### src/rtl/sram_req_arbiter_pkg.sv
// Shared definitions for the two-port SRAM request arbiter: owner encoding,
// in-flight entry layout and the legal SRAM read-latency range.
package sram_req_arbiter_pkg;

  localparam logic OWN_I = 1'b0;
  localparam logic OWN_D = 1'b1;

  typedef struct packed {
    logic valid;
    logic owner;
    logic is_write;
  } inflight_t;

  function automatic bit sram_lat_legal(int lat);
    return (lat == 1) || (lat == 2);
  endfunction

endpackage

### src/rtl/sram_inflight_pipe.sv
// LAT-deep shift register of granted accesses; the tail entry decodes into
// the per-owner response strobe.
module sram_inflight_pipe
  import sram_req_arbiter_pkg::*;
#(
  parameter int LAT = 1
) (
  input  logic      clk,
  input  logic      reset,
  input  inflight_t push,
  output logic      i_resp,
  output logic      d_resp
);

  inflight_t stages [LAT];
  inflight_t tail;

  always_ff @(posedge clk) begin
    if (reset) begin
      for (int k = 0; k < LAT; k++) stages[k] <= '0;
    end else begin
      stages[0] <= push;
      for (int k = 1; k < LAT; k++) stages[k] <= stages[k-1];
    end
  end

  assign tail = stages[LAT-1];

  // Fetch entries never carry is_write, so a write-tagged I entry is not a fetch response.
  assign i_resp = tail.valid && (tail.owner == OWN_I) && !tail.is_write;
  assign d_resp = tail.valid && (tail.owner == OWN_D);

endmodule

### src/rtl/sram_req_arbiter.sv
// Arbitrates fetch (I) and load/store (D) onto one single-port SRAM and routes
// responses back in grant order. Define SRAM_ARB_RR_EN for round-robin arbitration.
module sram_req_arbiter
  import sram_req_arbiter_pkg::*;
#(
  parameter int SRAM_LAT = 1,
  parameter int ADDR_W   = 32
) (
  input  logic              clk,
  input  logic              reset,
  input  logic              i_req,
  input  logic [ADDR_W-1:0] i_addr,
  output logic              i_addr_ok,
  output logic              i_data_ok,
  output logic [31:0]       i_rdata,
  input  logic              d_req,
  input  logic              d_wr,
  input  logic [3:0]        d_wstrb,
  input  logic [ADDR_W-1:0] d_addr,
  input  logic [31:0]       d_wdata,
  output logic              d_addr_ok,
  output logic              d_data_ok,
  output logic [31:0]       d_rdata,
  output logic              sram_en,
  output logic [3:0]        sram_we,
  output logic [ADDR_W-1:0] sram_addr,
  output logic [31:0]       sram_wdata,
  input  logic [31:0]       sram_rdata
);

  if (!sram_lat_legal(SRAM_LAT)) begin : g_bad_lat
    $error("sram_req_arbiter: SRAM_LAT must be 1 or 2");
  end

  logic      pick_d;
  logic      i_resp;
  logic      d_resp;
  inflight_t push;

`ifdef SRAM_ARB_RR_EN
  logic last_grant;

  // On a conflict the port that did not win last time goes first.
  always_comb begin
    pick_d = d_req && (!i_req || (last_grant == OWN_I));
  end

  always_ff @(posedge clk) begin
    if (reset) begin
      last_grant <= OWN_D;
    end else if (i_addr_ok || d_addr_ok) begin
      last_grant <= d_addr_ok ? OWN_D : OWN_I;
    end
  end
`else
  always_comb begin
    pick_d = d_req;
  end
`endif

  // No handshakes complete while reset is held; the tracking is being cleared anyway.
  assign d_addr_ok = !reset && pick_d;
  assign i_addr_ok = !reset && i_req && !pick_d;

  assign sram_en    = i_addr_ok || d_addr_ok;
  assign sram_we    = (d_addr_ok && d_wr) ? d_wstrb : 4'b0000;
  assign sram_addr  = d_addr_ok ? d_addr : i_addr;
  assign sram_wdata = d_addr_ok ? d_wdata : 32'h0;

  always_comb begin
    push          = '0;
    push.valid    = sram_en;
    push.owner    = d_addr_ok ? OWN_D : OWN_I;
    push.is_write = d_addr_ok && d_wr;
  end

  sram_inflight_pipe #(
    .LAT (SRAM_LAT)
  ) u_pipe (
    .clk    (clk),
    .reset  (reset),
    .push   (push),
    .i_resp (i_resp),
    .d_resp (d_resp)
  );

  assign i_data_ok = !reset && i_resp;
  assign d_data_ok = !reset && d_resp;
  assign i_rdata   = sram_rdata;
  assign d_rdata   = sram_rdata;

endmodule

### config.mk
export PLATFORM = sky130hd
export DESIGN_NAME = sram_req_arbiter
export DESIGN_NICKNAME = d
export VERILOG_FILES = /design/src/rtl/sram_req_arbiter_pkg.sv /design/src/rtl/sram_inflight_pipe.sv /design/src/rtl/sram_req_arbiter.sv
export SDC_FILE = /design/constraint.sdc
export NUM_CORES = 1
export LEC_CHECK = 0
export ABC_AREA = 0
export BUFFER_PORTS_ARGS = -buffer_cell sky130_fd_sc_hd__buf_4
export CAP_MARGIN = 20
export CORE_AREA = 2 2 105 107
export CTS_CLUSTER_DIAMETER = 40
export DETAILED_ROUTE_END_ITERATION = 6
export DIE_AREA = 0 0 107 109
export PLACE_DENSITY = 0.5
export SKIP_LAST_GASP = 1
export SLEW_MARGIN = 30
export SYNTH_ARGS = -nofsm -noshare
export SYNTH_HDL_FRONTEND = slang
export SYNTH_SLANG_ARGS = --single-unit
### constraint.sdc
create_clock -name clk -period 0.93 [get_ports clk]
set_input_delay 0.0465 -clock clk [delete_from_list [all_inputs] [get_ports clk]]
set_output_delay 0.0465 -clock clk [all_outputs]
set_load 0.05 [all_outputs]
==> reports/qor.yml <==
synthesis:
  postSynthAreaPerCell_um2: 9.21
  ys_ff_latch: 3
  synth_nets: 289
  yosysSeqAreaShare: 0.0429
  syn_area_mm2: 0.00140
  yosysUniqueCellTypes: 15
  yosys_warnings: 0
  syn_inst: 152
critical_path:
  cp_data_arrival_time_ns: 1.07
  cp_num_buf_inv: 4
  crit_type: "in2out"
  cp_slowest_cell: "mux2_4"
  crit_family: "buffers and inverters"
  cp.required_ns: 0.88
  crit_chain: "buf_8 -> nor2b_4 -> buf_6 -> clkbuf_16 -> mux2_4 -> buf_6"
  critPathMaxFanout: 9
  path_common_cell: "buf_6"
  cp-start-kind: "primary input"
  end_kind: "output port"
  cp_slowest_stage_delay_ns: 0.31
global_route:
  grtUsageTotal: 0.0777
  grt_max_degree: 19
  antenna_found_initial: 0
  overflow: 0
  grt_pass1_vias: 1414
  grt_pass1_wl_um: 7100
clock_tree:
  ctsRootBufferMaster: "clkbuf_8"
  cts_tree: "done"
  clkTransAtPathRegs_ns: 0.03
  cts_buffer_depth: 2
  cts.sinks: 3
  cts.htree.levels: 1
  cts_inserted_buffers: 3
final_layout:
  final_cell_count_no_fill: 419
  drive_above_1_share: 0.961
  diodes: 0
  syn2layout_area_growth_pct: 130
  num-nets-final: 417
  final_common_cell: "buf_4"
  layout_common_cells: "buf_4 (106), buf_8 (43), buf_6 (38)"
  top_register: "u_pipe.stages"
  largest_register_ffs: 3
  reg_top3: "u_pipe.stages: 3 flops"
  num-fill-cells: 1075
timing:
  tightest_slew_ns: 0.208
  fmax_mhz: 899
  rsz0062_at_grt: "yes"
  finalCritPeriodShare: 1.20
  period_minus_slack_ns: 1.11
  hold_viol_final: 0
  slew_headroom: 0.861
  setup_tns_ns: -7.60
  setup_violations: 62
  finalMaxSlewViolations: 0
  setup_slack_ns: -0.183
place:
  port_buffers: 177
  dp.cells: 402
  hpwl_um: 4010
  place.gp.congestion: 0.677
pwr:
  power_frac_seq: 0.056
  peakVddDrop_mv: 0.308
  p_int_mw: 1.46
  p_clk_frac: 0.150
  p_sw_frac: 0.426
  p_switching_mw: 1.08
  pwr-share-comb: 0.794
  p_leak_nw: 1.62
  total_power_mw: 2.54
  p_per_area_mw_per_mm2: 790
floorplan:
  core_area_mm2: 0.0106
  die_w_um: 107
  initial_core_util: 0.132
  dieHeight_um: 109
  fp-row-count: 38
  ios: 274
  dieArea_mm2: 0.0117
routing:
  ant_nets: 0
  first_pass_iters: 4
  routed_wl_um: 5880
  drt_iter0_drc: 39
  via_per_inst: 3.55
  via_count: 1486
  avgRoutedWirePerCell_um: 14.0
  drc: 0
outcome:
  violations: "setup timing"
  status: "finished, violations left"
min_path:
  hp-class: "in2reg"
job:
  cap_violations: 0
==> layer usage <==
layer / share of wire / vias to the layer above / global-route usage / wire length (um)
li1: - / 685 / - / -
met4: 0.012 / 0 / 0.0213 / 70
met2: 0.56 / 119 / 0.151 / 3270
met3: 0.11 / 9 / 0.0311 / 665
met5: 0 / - / 0 / 0
met1: 0.32 / 673 / 0.0758 / 1870
==> repair_timing <==
item,4_1_cts,5_1_grt
buffers inserted,6,3
hold buffers,0,0
gates resized for setup,75,89
gates cloned,2,3
pin swaps,11,17
endpoints found under the setup margin,71,70
==> layout make-up <==
cell class                 count  area (um^2)  area share
timing repair buffer         195         2050       0.638
multi-input combinational     77          885       0.275
tap                          140          175      0.0544
sequential                     3         61.3      0.0191
clock buffer                   4         45.0      0.0140
==> per-stage QoR <==
stage | worst slack, ns | utilization | instance area (um^2) | hold WS, ns
after floorplan | -0.0790 | - | 1470 | 0.119
after global placement | -0.223 | 0.231 | 2450 | 0.0935
after detailed placement | -0.236 | 0.231 | 2450 | 0.0935
after CTS | -0.220 | 0.269 | 2850 | 0.0734
after global routing | -0.221 | 0.304 | 3220 | 0.0931
final | -0.183 | 0.304 | 3220 | 0.0828
==> power groups by stage <==
stage / sequential, mW / clock, mW / combinational, mW
6_report: 0.142 / 0.380 / 2.02
5_1_grt: 0.143 / 0.408 / 2.09
4_1_cts: 0.142 / 0.393 / 1.80
3_5_place_dp: 0.143 / 0 / 1.62
3_3_place_gp: 0.143 / 0 / 1.62
2_1_floorplan: 0.142 / 0 / 1.75
==> synth_stat cells (all sizes together) <==
| cell | instances | area share |
|---|---|---|
| dfxtp | 3 | 0.043 |
| nor3b | 1 | 0.0054 |
| and3b | 1 | 0.0063 |
| mux2 | 32 | 0.34 |
| nor2b | 1 | 0.0063 |
| and2 | 33 | 0.15 |
| and2b | 1 | 0.0054 |
| clkbuf | 2 | 0.0054 |
| and3 | 4 | 0.018 |
| nor4b | 1 | 0.0063 |
| nor2 | 3 | 0.0080 |
| buf | 70 | 0.41 |
==> cells by family after synthesis <==
group	count (synthesis)	share of synthesized area
buffers and inverters	72	0.411
AND/OR/NAND/NOR	45	0.203
multiplexers	32	0.343
flip-flops	3	0.0429
==> final timing paths <==
| check | start | endpoint | slack (ns) | cells past startpoint |
|---|---|---|---|---|
| setup / recovery | reset | sram_addr[28] | -0.18 | 6 |
| hold / removal | i_req | u_pipe.stages[0][2] | 0.08 | 3 |
==> worst min-delay path, delay by kind of cell <==
kind | cells | cell delay, ns
buf+inv | 1 | 0.08
simple gates | 2 | 0.14
(Power assumes the default switching activity.)
